## src/rtl/cp0_exc_unit_pkg.sv

```systemverilog
// Shared CP0 definitions for the exception/interrupt unit.
// Contents: CP0 register numbers, ExcCode values, and STATUS/CAUSE bit positions.
package cp0_exc_unit_pkg;

    localparam logic [4:0] SEL_STATUS = 5'd12;
    localparam logic [4:0] SEL_CAUSE  = 5'd13;
    localparam logic [4:0] SEL_EPC    = 5'd14;

    localparam logic [4:0] EXC_INT = 5'd0;
    localparam logic [4:0] EXC_SYS = 5'd8;
    localparam logic [4:0] EXC_RI  = 5'd10;
    localparam logic [4:0] EXC_OV  = 5'd12;

    localparam int ST_IE       = 0;
    localparam int ST_EXL      = 1;
    localparam int ST_IM_LSB   = 8;
    localparam int CA_CODE_LSB = 2;
    localparam int CA_IP_LSB   = 8;

endpackage

```

## src/rtl/cp0_exc_prio.sv

```systemverilog
// Combinational priority encoder for the CP0 exception unit.
// Ports:
//   inst_valid            current instruction is real
//   exc_ri/exc_sys/exc_ovf synchronous exception requests
//   irq_pend              enabled, unmasked interrupt pending
//   eret, exl             eret decoded, current STATUS.EXL
//   take                  exception/interrupt taken (redirect to vector)
//   code                  ExcCode for the taken event
//   is_ret                eret return to EPC
module cp0_exc_prio
    import cp0_exc_unit_pkg::*;
#(
    parameter bit ERET_RI = 1'b1
) (
    input  logic       inst_valid,
    input  logic       exc_ri,
    input  logic       exc_sys,
    input  logic       exc_ovf,
    input  logic       irq_pend,
    input  logic       eret,
    input  logic       exl,
    output logic       take,
    output logic [4:0] code,
    output logic       is_ret
);

    always_comb begin
        take   = 1'b0;
        code   = EXC_INT;
        is_ret = 1'b0;
        if (inst_valid) begin
            // An eret outside a handler is treated as an illegal instruction when enabled.
            if (exc_ri || (ERET_RI && eret && !exl)) begin
                take = 1'b1;
                code = EXC_RI;
            end else if (exc_sys) begin
                take = 1'b1;
                code = EXC_SYS;
            end else if (exc_ovf) begin
                take = 1'b1;
                code = EXC_OV;
            end else if (irq_pend) begin
                take = 1'b1;
                code = EXC_INT;
            end else if (eret && exl) begin
                is_ret = 1'b1;
            end
        end
    end

endmodule

```

## src/rtl/cp0_exc_unit.sv

```systemverilog
// Coprocessor-0 exception/interrupt unit for the single-cycle MIPS core.
// Holds STATUS/CAUSE/EPC, arbitrates interrupts against synchronous exceptions and
// steers the PC mux to the handler vector or back to EPC.
// Ports:
//   Clk, Rst        clock, synchronous active-high reset
//   Inst_valid, Pc  current instruction qualifier and address
//   Irq             level-sensitive interrupt requests
//   Exc_ri/sys/ovf  synchronous exception requests
//   Mtc0/Mfc0/Eret  CP0 instructions; Sel is the CP0 register, Wdata the mtc0 data
//   Rdata           CP0 read data (combinational on Sel)
//   Take/Target     PC redirect and its destination
//   Kill            suppress writes of the current instruction
module cp0_exc_unit
    import cp0_exc_unit_pkg::*;
#(
    parameter int          NUM_IRQ = 4,
    parameter logic [31:0] VECTOR  = 32'h0000_0008,
    parameter bit          ERET_RI = 1'b1
) (
    input  logic               Clk,
    input  logic               Rst,
    input  logic               Inst_valid,
    input  logic [31:0]        Pc,
    input  logic [NUM_IRQ-1:0] Irq,
    input  logic               Exc_ri,
    input  logic               Exc_sys,
    input  logic               Exc_ovf,
    input  logic               Mtc0,
    input  logic               Mfc0,
    input  logic               Eret,
    input  logic [4:0]         Sel,
    input  logic [31:0]        Wdata,
    output logic [31:0]        Rdata,
    output logic               Take,
    output logic [31:0]        Target,
    output logic               Kill
);

    logic               ie;
    logic               exl;
    logic [NUM_IRQ-1:0] im;
    logic [NUM_IRQ-1:0] ip;
    logic [4:0]         exc_code;
    logic [31:0]        epc;

    logic               irq_pend;
    logic               take;
    logic               is_ret;
    logic [4:0]         code;

    // Rdata is driven purely by Sel; EPC low bits are forced to zero.
    logic unused_bits;
    assign unused_bits = ^{Mfc0, Pc[1:0]};

    assign irq_pend = ie & ~exl & (|(ip & im));

    cp0_exc_prio #(
        .ERET_RI (ERET_RI)
    ) u_prio (
        .inst_valid (Inst_valid),
        .exc_ri     (Exc_ri),
        .exc_sys    (Exc_sys),
        .exc_ovf    (Exc_ovf),
        .irq_pend   (irq_pend),
        .eret       (Eret),
        .exl        (exl),
        .take       (take),
        .code       (code),
        .is_ret     (is_ret)
    );

    assign Take   = take | is_ret;
    assign Kill   = take;
    assign Target = take ? VECTOR : epc;

    always_ff @(posedge Clk) begin
        if (Rst) begin
            ie       <= 1'b0;
            exl      <= 1'b0;
            im       <= '0;
            ip       <= '0;
            exc_code <= '0;
            epc      <= '0;
        end else begin
            // IP samples the lines every cycle so requests are seen one cycle late.
            ip <= Irq;
            if (take) begin
                epc      <= {Pc[31:2], 2'b00};
                exl      <= 1'b1;
                exc_code <= code;
            end else if (is_ret) begin
                exl <= 1'b0;
            end else if (Inst_valid && Mtc0) begin
                if (Sel == SEL_STATUS) begin
                    ie  <= Wdata[ST_IE];
                    exl <= Wdata[ST_EXL];
                    im  <= Wdata[ST_IM_LSB +: NUM_IRQ];
                end else if (Sel == SEL_EPC) begin
                    epc <= {Wdata[31:2], 2'b00};
                end
            end
        end
    end

    always_comb begin
        Rdata = '0;
        case (Sel)
            SEL_STATUS: begin
                Rdata[ST_IE]                 = ie;
                Rdata[ST_EXL]                = exl;
                Rdata[ST_IM_LSB +: NUM_IRQ]  = im;
            end
            SEL_CAUSE: begin
                Rdata[CA_CODE_LSB +: 5]      = exc_code;
                Rdata[CA_IP_LSB +: NUM_IRQ]  = ip;
            end
            SEL_EPC: Rdata = epc;
            default: Rdata = '0;
        endcase
    end

endmodule

```

## config.mk

```make
export PLATFORM = sky130hd
export DESIGN_NAME = cp0_exc_unit
export DESIGN_NICKNAME = d
export VERILOG_FILES = /design/src/rtl/cp0_exc_unit_pkg.sv /design/src/rtl/cp0_exc_prio.sv /design/src/rtl/cp0_exc_unit.sv
export SDC_FILE = /design/constraint.sdc
export NUM_CORES = 1
export LEC_CHECK = 0
export CAP_MARGIN = 20
export CORE_ASPECT_RATIO = 0.8
export CORE_UTILIZATION = 42
export CTS_BUF_LIST = sky130_fd_sc_hd__clkbuf_16
export CTS_CLUSTER_DIAMETER = 60
export DETAILED_ROUTE_END_ITERATION = 12
export PLACE_DENSITY_LB_ADDON = 0.12
export RECOVER_POWER = 100
export SYNTH_ARGS = -nofsm -noshare
export SYNTH_HDL_FRONTEND = slang
export SYNTH_SLANG_ARGS = --single-unit
```

## constraint.sdc

```tcl
create_clock -name Clk -period 2.6 [get_ports Clk]
set_input_delay 0.39 -clock Clk [delete_from_list [all_inputs] [get_ports Clk]]
set_output_delay 0.39 -clock Clk [all_outputs]
set_load 0.03 [all_outputs]
```

**Word-level counts from Yosys, hierarchy flattened**

Cells that the tools add are included.

- Bits in registers: 45
- Input port bits: 82
- Word-level logic and storage cells: 61

- Equality and inequality tests: 5
- Multiplexer cells: 30
- Bitwise operators: 7
- Reductions and logical operators: 13

Operator list:

| operator | number |
|---|---|
| $mux 32 | 6 |
| $mux 20 | 1 |
| $mux 1 | 16 |
| $eq 5x4->1 const B | 3 |
| $mux 5 | 3 |
| $pmux 4 s3 | 1 |
| $pmux 5 s2 | 1 |
| $reduce_and 4->1 | 2 |
| $reduce_bool 3->1 | 2 |
| $and 4x4->4 | 1 |
| $mux 4 | 1 |
| $ne 2x2->1 const B | 2 |
| $reduce_bool 2->1 | 2 |
| $reduce_or 4->1 | 1 |
| $logic_and 1x1->1 | 3 |
| $not 1->1 | 3 |
| $and 1x1->1 | 2 |
| $mux 2 | 1 |
| $reduce_and 2->1 | 1 |
| $logic_not 1->1 | 1 |
| $logic_or 1x1->1 | 1 |
| $or 1x1->1 | 1 |

**Longest topological paths before layout**

Gate-level depths: netlist of the first run.

- Word-level depth: 10
- Gate-level depth with buffers: 7
- Mapped depth without buffers: 4

**Hierarchy**

A second synthesis of the first run with hierarchy kept.

- Cells, all modules: 326
- Area, all modules: 2892.8 µm²

By module, submodules not included:

| module | instances | cells an instance | area an instance (µm²) | seq. area each (µm²) |
|---|---|---|---|---|
| cp0_exc_unit | 1 | 311 | 2805.2 | 900.9 |
| cp0_exc_prio | 1 | 15 | 87.6 | 0.0 |

**Least setup slack after synthesis of the first run**

No wires, ideal clock.

- Kind: input to output
- From: in Exc_ovf
- To: out Take
- Arrival time: 1.662 ns
- Required time: 2.210 ns
- Slack: 0.548 ns
- Stages: 6
- Buffers on the path: 2
- Cell sequence: or3_4 o21ai_2 and2_1 buf_6 buf_6 nand2_1

- Word-level cells in the longest chain between the ends: 5

RTL lines:

| what | RTL line | RTL |
|---|---|---|
| from (decl) | cp0_exc_unit.sv:27 | `input logic Exc_ovf,` |
| $mux 1 | cp0_exc_prio.sv:39 | `end else if (exc_ovf) begin` |
| $mux 1 | cp0_exc_prio.sv:36 | `end else if (exc_sys) begin` |
| $mux 1 | cp0_exc_prio.sv:33 | `if (exc_ri \|\| (ERET_RI && eret && !exl)) begin` |
| $mux 1 | cp0_exc_prio.sv:31 | `if (inst_valid) begin` |
| $or 1x1->1 (*) | cp0_exc_unit.sv:72 | `assign Take = take \| is_ret;` |
| to (decl) | cp0_exc_unit.sv:34 | `output logic Take,` |

Mark *: on every way between the ends. The rest lies on a longest branch, timed or not.

**Worst setup path after layout of the first run**

- From: in Exc_ovf
- To: out Target[29]

- Word-level cells in the longest chain between the ends: 5

RTL lines:

| what | RTL line | RTL |
|---|---|---|
| $mux 1 | cp0_exc_prio.sv:39 |  |
| $mux 1 | cp0_exc_prio.sv:36 |  |
| $mux 1 | cp0_exc_prio.sv:33 |  |
| $mux 1 | cp0_exc_prio.sv:31 |  |
| $mux 32 | cp0_exc_unit.sv:74 | `assign Target = take ? VECTOR : epc;` |
| to (decl) | cp0_exc_unit.sv:35 | `output logic [31:0] Target,` |

Every way passes these cells.

==> impl_results.md, run 1 <==
- Outcome: finished, violations left
- Failing checks: max-capacitance violations, max-slew violations
- Switch Pwr: 502 uW
- Max Clk Rate: 0.397 GHz
- Max cap viols: 1
- # nets final: 533
- N_diodes: 0
- CP max stage cell: clkdlybuf4s50_1
- Vias in the first global route: 2854
- Worst Path Required: 2.21 ns
- Critical Path, Cell by Cell: clkdlybuf4s50_1 > or3_4 > o21ai_2 > buf_6 > buf_8 > and3_1 > buf_4
- Leakage: 1.69 nW
- Drt first pass iters: 4
- Final period util: 96.8%
- Clock network fraction of total power: 33.9%
- CTS clock-pin slew for the worst setup and hold paths: 0.06 ns
- Critical path origin: Exc_ovf
- Crit path capture type: primary output
- Largest net degree at the start of global routing: 64
- Chip Width: 90.7 um
- Die Y: 73.0 um
- Worst-Skew Late Latency: 0.28 ns
- Final setup fails: 0
- Antenna violations before repair: 0
- CTS Hold Bufs: 0
- CTS tree: done
- First-pass GRT wire length: 14200 um
- Worst hold slack: 0.475 ns
- Die area: 6620 um^2
- Ys async rst share: 0%
- Placer congestion estimate: 0.818
- Starting Density: 44.1%
- Via count: 3026
- Pwr per Cell Area: 437 nW/um^2
- Commonest non-fill, non-tap cell in the layout: clkdlybuf4s50_1
- Setup Skew: 0.00699 ns
- Top FF cell, synth: dfxtp_1
- Final Hold Vio Count: 0
- DRT iter0 DRCs: 182
- Number of synthesized flops with an enable pin: 0
- DRT antenna net count: 0
- Slew Viols, Final: 38
- Slew headroom: -12.3%
- Reg power frac: 41.3%
- Clock Path Buffers: 2
- Slowest stage delay, CP: 0.43 ns
- Maximum vdd drop: 0.000280 V
- Min-delay src: exc_code[1]
- Seq/Total Area, Yosys: 32.5%
- Ports: 148
- Post-layout min period: 2.52 ns
- Most frequent cells in the layout: clkdlybuf4s50_1 (76), dfxtp_1 (43), buf_4 (41)
- GRT overflow: 0
- Overall Global Routing Usage: 26.8%
- Yosys warnings: 0
- Critical path class: in -> out
- Drt wl/cell: 17.0 um
- DRC: 0
- Arrival time worst endpoint: 2.13 ns
- Area added between synthesis and finish: 53.5%
- Postcts setup bufs: 0
- Critical Path Start Type: input port
- Core region area: 6010 um^2
- Synth Area per Inst: 8.17 um^2
- Critical R2R Launch: im[0]
- Vias/cell: 5.68
- Clock Sinks: 43
- Internal: 1.27 mW
- Crit path max fanout: 23
- Hold crit path type: reg -> reg
- Fin util: 67.6%
- Detailed placement HPWL: 6090 um
- Final WL: 9070 um
- Port-buffer cells: 142
- Unique masters post-synth: 36
- Mapped cell area: 2650 um^2
- Root Driver: clkbuf_16
- Cells after synthesis: 324
- Comb pwr share: 24.7%
- Switching Share: 28.3%
- Worst-Margin Slew: 1.68 ns
- # rows: 25
- Flops & latches, synth: 43
- CTS Buf Count: 5
- CTS H-Tree Depth: 2
- RSZ-0062 raised after global routing: false
- Fraction of layout cells with a size suffix above 1: 21.7%
## layer usage
| metal | share of wire, % | up-vias | wire length, um | GRT usage (%) |
|---|---|---|---|---|
| met4 | 1.3 | 0 | 114 | 7.17 |
| met1 | 46 | 1437 | 4180 | 36.5 |
| met3 | 6.7 | 10 | 610 | 6.04 |
| met2 | 46 | 119 | 4160 | 43.0 |
| li1 | - | 1460 | - | - |
| met5 | 0 | - | 0 | 0 |
## cell type report
class,count,area (um^2)
inverters,5,18.8
fillers,523,1940
clock inverters,3,16.3
multi-input cells,237,1540
repair buffers,159,1400
clock buffers,5,125
well taps,81,101
flip-flops and latches,43,861
## power by group through the flow
stage / clock (mW) / sequential [mW] / combinational (mW)
floorplan: 0 / 0.734 / 0.230
global placement: 0 / 0.745 / 0.436
detailed placement: 0 / 0.747 / 0.443
CTS: 0.618 / 0.733 / 0.443
global route: 0.641 / 0.739 / 0.469
finish: 0.603 / 0.734 / 0.439
## sequential cells by signal, indices dropped and copies added (netlist names)
signal,cells
epc,30
im,4
ip,4
exc_code,3
exl,1
ie,1
## logic make-up after synthesis
logic type             count (synthesis)  synth area share, %
other                                  1                0.142
multiplexers                           6                 2.27
AND/OR/NAND/NOR                      121                 27.9
AO/OA/AOI/OAI                        108                 28.2
buffers and inverters                 45                 8.94
flip-flops                            43                 32.5
## final timing paths
path | slack, ns | cells after the start | endpoint
max | 0.08 | 7 | Target[29]
max reg2reg | 0.48 | 5 | im[0]
min | 0.47 | 2 | exc_code[1]
min reg2reg | 0.47 | 2 | exc_code[1]
## critical path: cells and delay by family
kind,cells,cell delay [ns]
buf+inv,4,0.99
compound gates,1,0.14
simple gates,2,0.58
## what timing repair did
action | CTS | global route
endpoints found under the hold margin | 0 | 0
gates cloned | 0 | 1
pin swaps | 0 | 0
gates resized for setup | 2 | 2
setup endpoints to repair | 2 | 19
## cells in the mapped netlist, drive strengths merged (3+ instances only)
cell     n  area (um^2)
dfxtp   43          861
nand3   33          165
o21ai   33          169
a21oi   32          160
a311oi  30          307
and3    29          181
and2    27          169
clkbuf  26         97.6
buf     14          120
nand2b  12         75.1
mux2i    6         60.1
inv      5         18.8
nor2b    5         31.3
a222oi   4         40.0
nand2    4         15.0
a22o     3         26.3
## stage by stage
stage | area [um^2] | setup slack (ns) | TNS (ns) | power [mW] | std cells
floorplan | 2650 | 0.548 | 0 | 0.964 | 325
global placement | 3980 | -0.0772 | -0.126 | 1.18 | 524
finish | 4060 | 0.0836 | 0 | 1.78 | 533
global route | 4060 | 0.00296 | 0 | 1.85 | 533
detailed placement | 3980 | -0.0750 | -0.126 | 1.19 | 524
CTS | 4120 | 0.0103 | 0 | 1.79 | 532
(Power assumes the default switching activity.)
==> inputs of run 2 (changes only) <==
--- a/config.mk
+++ b/config.mk
@@ -11,6 +11,7 @@
 export CTS_BUF_LIST = sky130_fd_sc_hd__clkbuf_16
 export CTS_CLUSTER_DIAMETER = 60
 export DETAILED_ROUTE_END_ITERATION = 12
+export GPL_ROUTABILITY_DRIVEN = 0
 export PLACE_DENSITY_LB_ADDON = 0.12
 export RECOVER_POWER = 100
 export SYNTH_ARGS = -nofsm -noshare
==> results of run 2 <==
Final layout, timing and power as in run 1 (identical DEF).
==> inputs of run 3 (changes only) <==
--- a/config.mk
+++ b/config.mk
@@ -5,7 +5,6 @@
 export SDC_FILE = /design/constraint.sdc
 export NUM_CORES = 1
 export LEC_CHECK = 0
-export CAP_MARGIN = 20
 export CORE_ASPECT_RATIO = 0.8
 export CORE_UTILIZATION = 42
 export CTS_BUF_LIST = sky130_fd_sc_hd__clkbuf_16
@@ -14,6 +13,7 @@
 export GPL_ROUTABILITY_DRIVEN = 0
 export PLACE_DENSITY_LB_ADDON = 0.12
 export RECOVER_POWER = 100
+export SLEW_MARGIN = 25
 export SYNTH_ARGS = -nofsm -noshare
 export SYNTH_HDL_FRONTEND = slang
 export SYNTH_SLANG_ARGS = --single-unit
==> results of run 3 <==
Final layout, timing and power as in run 1 (identical DEF).
